### src/rtl/regfile_pkg.sv
// regfile_pkg: shared defaults, index/data typedefs and packing helper for the register file.
package regfile_pkg;
  localparam int DEF_XLEN     = 32;
  localparam int DEF_NUM_REGS = 32;
  localparam int DEF_AW       = $clog2(DEF_NUM_REGS);
  typedef logic [DEF_AW-1:0]   reg_idx_t;
  typedef logic [DEF_XLEN-1:0] reg_data_t;
  function automatic int src_lsb(input int k, input int w);
    return k * w;
  endfunction
endpackage

### src/rtl/regfile_scoreboard.sv
// regfile_scoreboard: per-register pending-producer bits, pending count and per-port busy flags.
module regfile_scoreboard import regfile_pkg::*; #(
  parameter int NUM_REGS = DEF_NUM_REGS,
  parameter int NUM_READ = 2,
  parameter int BYPASS   = 1,
  localparam int AW      = $clog2(NUM_REGS)
) (
  input  logic                   i_Clock,
  input  logic                   i_Reset_n,
  input  logic                   i_WriteEnable,
  input  logic [AW-1:0]          i_RegDest,
  input  logic                   i_IssueValid,
  input  logic [AW-1:0]          i_IssueDest,
  input  logic [NUM_READ*AW-1:0] i_RegSource,
  output logic [NUM_READ-1:0]    o_SourceBusy,
  output logic [AW:0]            o_BusyCount
);
  logic [NUM_REGS-1:0] r_busy;
  logic [AW:0]         r_count;
  logic                w_set, w_clr, w_same, w_inc, w_dec;
  assign w_set  = i_IssueValid && i_IssueDest != '0;
  assign w_clr  = i_WriteEnable && i_RegDest != '0;
  assign w_same = w_set && i_IssueDest == i_RegDest;
  assign w_inc  = w_set && !r_busy[i_IssueDest];
  // a write racing an issue to the same register keeps it pending, so no decrement
  assign w_dec  = w_clr && !w_same && r_busy[i_RegDest];
  always_ff @(posedge i_Clock or negedge i_Reset_n) begin
    if (!i_Reset_n) begin
      r_busy  <= '0;
      r_count <= '0;
    end else begin
      for (int r = 1; r < NUM_REGS; r++)
        r_busy[r] <= (w_set && i_IssueDest == AW'(r)) ? 1'b1 :
                     (w_clr && i_RegDest == AW'(r)) ? 1'b0 : r_busy[r];
      r_count <= r_count + (AW+1)'(w_inc) - (AW+1)'(w_dec);
    end
  end
  assign o_BusyCount = r_count;
  for (genvar k = 0; k < NUM_READ; k++) begin : g_src
    logic [AW-1:0] w_src;
    assign w_src = i_RegSource[src_lsb(k, AW) +: AW];
    assign o_SourceBusy[k] = (BYPASS != 0 && w_clr && !w_same && w_src == i_RegDest) ? 1'b0 : r_busy[w_src];
  end
endmodule

### src/rtl/register_file_scoreboard.sv
// register_file_scoreboard: multi-port register file with optional write bypass and a pending-producer scoreboard.
module register_file_scoreboard import regfile_pkg::*; #(
  parameter int XLEN     = DEF_XLEN,
  parameter int NUM_REGS = DEF_NUM_REGS,
  parameter int NUM_READ = 2,
  parameter int BYPASS   = 1,
  localparam int AW      = $clog2(NUM_REGS)
) (
  input  logic                     i_Clock,
  input  logic                     i_Reset_n,
  input  logic                     i_WriteEnable,
  input  logic [AW-1:0]            i_RegDest,
  input  logic [XLEN-1:0]          i_DataIn,
  input  logic [NUM_READ*AW-1:0]   i_RegSource,
  output logic [NUM_READ*XLEN-1:0] o_DataOut,
  output logic [NUM_READ-1:0]      o_SourceBusy,
  input  logic                     i_IssueValid,
  input  logic [AW-1:0]            i_IssueDest,
  output logic [AW:0]              o_BusyCount
);
  logic [XLEN-1:0] r_regs [NUM_REGS];
  logic            w_wr;
  assign w_wr = i_WriteEnable && i_RegDest != '0;
  always_ff @(posedge i_Clock or negedge i_Reset_n) begin
    if (!i_Reset_n) begin
      for (int r = 0; r < NUM_REGS; r++) r_regs[r] <= '0;
    end else if (w_wr) begin
      r_regs[i_RegDest] <= i_DataIn;
    end
  end
  for (genvar k = 0; k < NUM_READ; k++) begin : g_rd
    logic [AW-1:0] w_src;
    assign w_src = i_RegSource[src_lsb(k, AW) +: AW];
    assign o_DataOut[src_lsb(k, XLEN) +: XLEN] = (w_src == '0) ? '0 :
      (BYPASS != 0 && w_wr && w_src == i_RegDest) ? i_DataIn : r_regs[w_src];
  end
  regfile_scoreboard #(.NUM_REGS(NUM_REGS), .NUM_READ(NUM_READ), .BYPASS(BYPASS)) u_sb (
    .i_Clock      (i_Clock),
    .i_Reset_n    (i_Reset_n),
    .i_WriteEnable(i_WriteEnable),
    .i_RegDest    (i_RegDest),
    .i_IssueValid (i_IssueValid),
    .i_IssueDest  (i_IssueDest),
    .i_RegSource  (i_RegSource),
    .o_SourceBusy (o_SourceBusy),
    .o_BusyCount  (o_BusyCount)
  );
endmodule
### config.mk
export PLATFORM = sky130hd
export DESIGN_NAME = register_file_scoreboard
export DESIGN_NICKNAME = d
export VERILOG_FILES = /design/src/rtl/regfile_pkg.sv /design/src/rtl/regfile_scoreboard.sv /design/src/rtl/register_file_scoreboard.sv
export SDC_FILE = /design/constraint.sdc
export NUM_CORES = 2
export LEC_CHECK = 0
export CAP_MARGIN = 15
export CORE_AREA = 2 2 466 468
export CTS_CLUSTER_SIZE = 40
export DETAILED_ROUTE_END_ITERATION = 6
export DIE_AREA = 0 0 468 470
export DONT_BUFFER_PORTS = 1
export MAX_ROUTING_LAYER = met4
export PLACE_DENSITY = 0.4
export SLEW_MARGIN = 40
export SYNTH_ARGS = -nofsm -noshare
export SYNTH_HDL_FRONTEND = slang
export SYNTH_SLANG_ARGS = --single-unit
### constraint.sdc
create_clock -name i_Clock -period 6.1 [get_ports i_Clock]
set_clock_uncertainty 0.2 [all_clocks]
set_input_delay 1.22 -clock i_Clock [delete_from_list [all_inputs] [get_ports i_Clock]]
set_output_delay 1.22 -clock i_Clock [all_outputs]
set_load 0.03 [all_outputs]
==> metrics.txt <==
count of nets after finishing=about 3800; CP max-delay cell=a211o_1; die width=approximately 470 um; RSZ-0062 raised after global routing=no; GRT Total Usage=20.80%; total CTS buffers=~140; Worst Setup Start Kind=input port; core area=between 200000 and 250000 sq um; Final period util=between 90% and 100%; # setup viols final=0; flop2flop setup slack=roughly 2.7 ns; total clock sinks=around 1100; antenna viol nets, final=0; initial antenna violation count=14; clock latency on the worst-skew pair=between 0.7 and 0.8 ns; DIE AREA=around 220000 sq um; Final Max Slew Viols=0; crit path time final=between 5 and 6 ns; Post-Route Setup TNS=0 ns; arrival time at the worst endpoint=about 4.5 ns; Area Growth Syn to Fin=13.58%; Routed WL=224700 um; placed insts=between 6000 and 7000; Top FF cell, synth=dfrtp_1; pin count of the biggest net entering global routing=between 300 and 400; FF+latch count, synth=1061; crit path kind=input port to output pin; CTS HTree Levels=4; total number of vias=between 30000 and 40000; EDFF count, synth=0; library cells used by synthesis=69; CTS tree=done; commonest cells after routing, fill and taps aside=dfrtp_1, mux2_2, mux4_2; Mapped Cells=~4000; Die H=470 um; first-pass GRT wire length=316500 um; Fillers=roughly 21000; Max clock buf depth=3; post-synthesis sequential area ratio=between 40 and 50%; Avg Vias per Cell=5.494; CP Max Fanout=64; drc violations=0; pwr dens=~330 nW/um^2; Mapped Nets=4024; final std cells w/o fill=6723; grt ovf=0; Worst R2R End=u_sb.o_BusyCount[4]$_DFF_PN0_; # IOs=about 130; Max VDD drop=0.3084 mV; wire per inst=approximately 33 um; Post-DP HPWL=121700 um; CTS clock-pin slew for the worst setup and hold paths=~0.050 ns; crit path cell chain=buf_16, buf_16, buf_16, xnor2_1, nand4_1, o31ai_4, buf_4, a211oi_1, a211o_1; crit-path max cell delay=approximately 0.54 ns; status=complete, no violations; most frequent CP cell=buf_16; CP startpoint=i_RegSource[0]; R2R depth=13; Crit path required time=~4.7 ns; yosys warns=1; Worst path depth=9; Hold Vio Cnt, Final=0; Rel. slew slack=between 20% and 30%; worst r2r src=u_sb.r_busy[15]$_DFFE_PN0P_; CP delay by family, top=buffers and inverters; First-pass DRT Iterations=5; fmax=0.1704 GHz; CTS Root Cell=clkbuf_16; share of layout cells above drive strength 1=about two fifths; Buf/Inv on CP=4; Max Cap Viol=0; most common cell after layout, fill and taps aside=dfrtp_1; vias in the first global route=approximately 38000; critical path endpoint category=output pin; Worst Hold Class=input port to async pin; DRT iter0 DRCs=3147; Leak=around 28 nW; Synth Cell Area=roughly 58000 sq um; Slew @ Worst Pin=between 1 and 1.5 ns; Final Wtd Congestion=0.7509; Post-synth ARST share=100.0%; PortBufs=0; row count=171; Worst Setup EP=o_DataOut[7]; Initial Util=26.79%; Post-Syn Area per Cell=~15 sq um
==> kinds of logic after synthesis <==
group / after synthesis / share of synthesized area [%]
muxes: 1678 / 41.51
DFF: 1061 / 45.95
buffers and inverters: 477 / 4.058
AOI/OAI and AO/OA: 400 / 5.141
and+or+nand+nor: 319 / 2.893
xor gates and xnor gates: 19 / 0.2880
adders and majority gates: 7 / 0.1646
==> how the worst min path moves through the flow <==
stage,endpoint,slack (ns),depth (start not counted)
after detailed placement,r_regs[1004]$_DFFE_PN0P_,0.18,0
final,r_regs[923]$_DFFE_PN0P_,0.13,1
after CTS,r_regs[923]$_DFFE_PN0P_,0.09,1
after floorplan,r_regs[1000]$_DFFE_PN0P_,0.24,1
after global placement,r_regs[997]$_DFFE_PN0P_,0.18,0
after global routing,r_regs[923]$_DFFE_PN0P_,0.11,1
==> worst register-to-register path, cell delays in order, from the launching register on <==
cell,delay (ns)
dfrtp_1,0.41
mux4_2,0.51
mux4_2,0.51
mux2i_1,0.15
nor3_1,0.10
ha_1,0.32
inv_1,0.05
ha_1,0.16
inv_1,0.06
fa_1,0.42
inv_1,0.07
a21o_1,0.11
a21oi_1,0.07
xnor2_1,0.13
==> synth_stat cells (7+ instances only) <==
| master | instances | area share [%] |
|---|---|---|
| a211o_1 | 11 | 0.17 |
| a211oi_1 | 56 | 0.73 |
| a211oi_2 | 7 | 0.15 |
| a21oi_1 | 22 | 0.19 |
| a221o_1 | 7 | 0.12 |
| a221oi_1 | 30 | 0.45 |
| a22o_1 | 26 | 0.39 |
| a22oi_1 | 29 | 0.38 |
| a32o_1 | 35 | 0.61 |
| buf_1 | 34 | 0.22 |
| buf_2 | 136 | 1.2 |
| buf_4 | 23 | 0.30 |
| buf_6 | 22 | 0.43 |
| clkbuf_1 | 229 | 1.5 |
| dfrtp_1 | 1061 | 46 |
| inv_1 | 23 | 0.15 |
| mux2_1 | 328 | 6.4 |
| mux2_2 | 667 | 13 |
| mux2i_1 | 208 | 3.6 |
| mux4_2 | 475 | 19 |
| nand2_1 | 81 | 0.53 |
| nand2b_1 | 16 | 0.17 |
| nand3_1 | 12 | 0.10 |
| nor2_1 | 50 | 0.32 |
| nor2b_1 | 47 | 0.51 |
| nor3_1 | 61 | 0.53 |
| nor3b_1 | 10 | 0.13 |
| o211ai_1 | 8 | 0.10 |
| o21ai_0 | 32 | 0.28 |
| o21ai_1 | 11 | 0.095 |
| o22a_1 | 7 | 0.11 |
| o22ai_1 | 96 | 1.0 |
| xnor2_1 | 16 | 0.24 |
==> per-layer routing <==
| metal | GRT usage [%] | routed length, um |
|---|---|---|
| met5 | - | 0 |
| met4 | 4.665 | 4655 |
| met3 | 3.230 | 11100 |
| met2 | 30.92 | 102700 |
| met1 | 29.80 | 106200 |
==> state kept, by name, indices dropped and copies added, names as in the netlist <==
name              cells
u_sb.o_BusyCount      6
r_regs             1024
u_sb.r_busy          31
==> stage by stage <==
step                cell area, sq um  hold WS [ns]  utilization (%)  setup slack, ns  total power [W]
floorplan                      57780        0.2413                -            1.344          0.01265
global placement               60460        0.1791            28.03           0.9939          0.01358
detailed placement             60900        0.1836            28.24            1.007          0.01368
CTS                            65410       0.09384            30.33           0.9870          0.02203
global route                   65630        0.1081            30.43          0.02502          0.02290
finish                         65630        0.1321            30.43           0.2315          0.02187
==> cell type report <==
cell class              instances  area, sq um  share of cell area [%]
well taps                    2854         3571                   5.441
inverters                      23        86.33                  0.1315
multi-input cells            2423        29320                   44.68
clock buffers                 208         4214                   6.421
flip-flops and latches       1061        26550                   40.46
clock inverters                20        264.0                  0.4023
diodes                          3        7.507                 0.01144
repair buffers                131         1612                   2.456
==> timing repair <==
item | in CTS | in global routing
endpoints found under the setup margin | 0 | 33
hold buffers | 1 | 0
hold endpoints to repair | 132 | 0
gates resized for setup | 0 | 1
setup buffers | 0 | 1
==> report_power, final <==
part           internal [W]  switching (W)  leakage (nW)
clock network       0.00490        0.00330          2.21
logic               0.00250        0.00171          11.9
registers           0.00841        0.00105          13.6
Power figures use the tool's default switching activity.
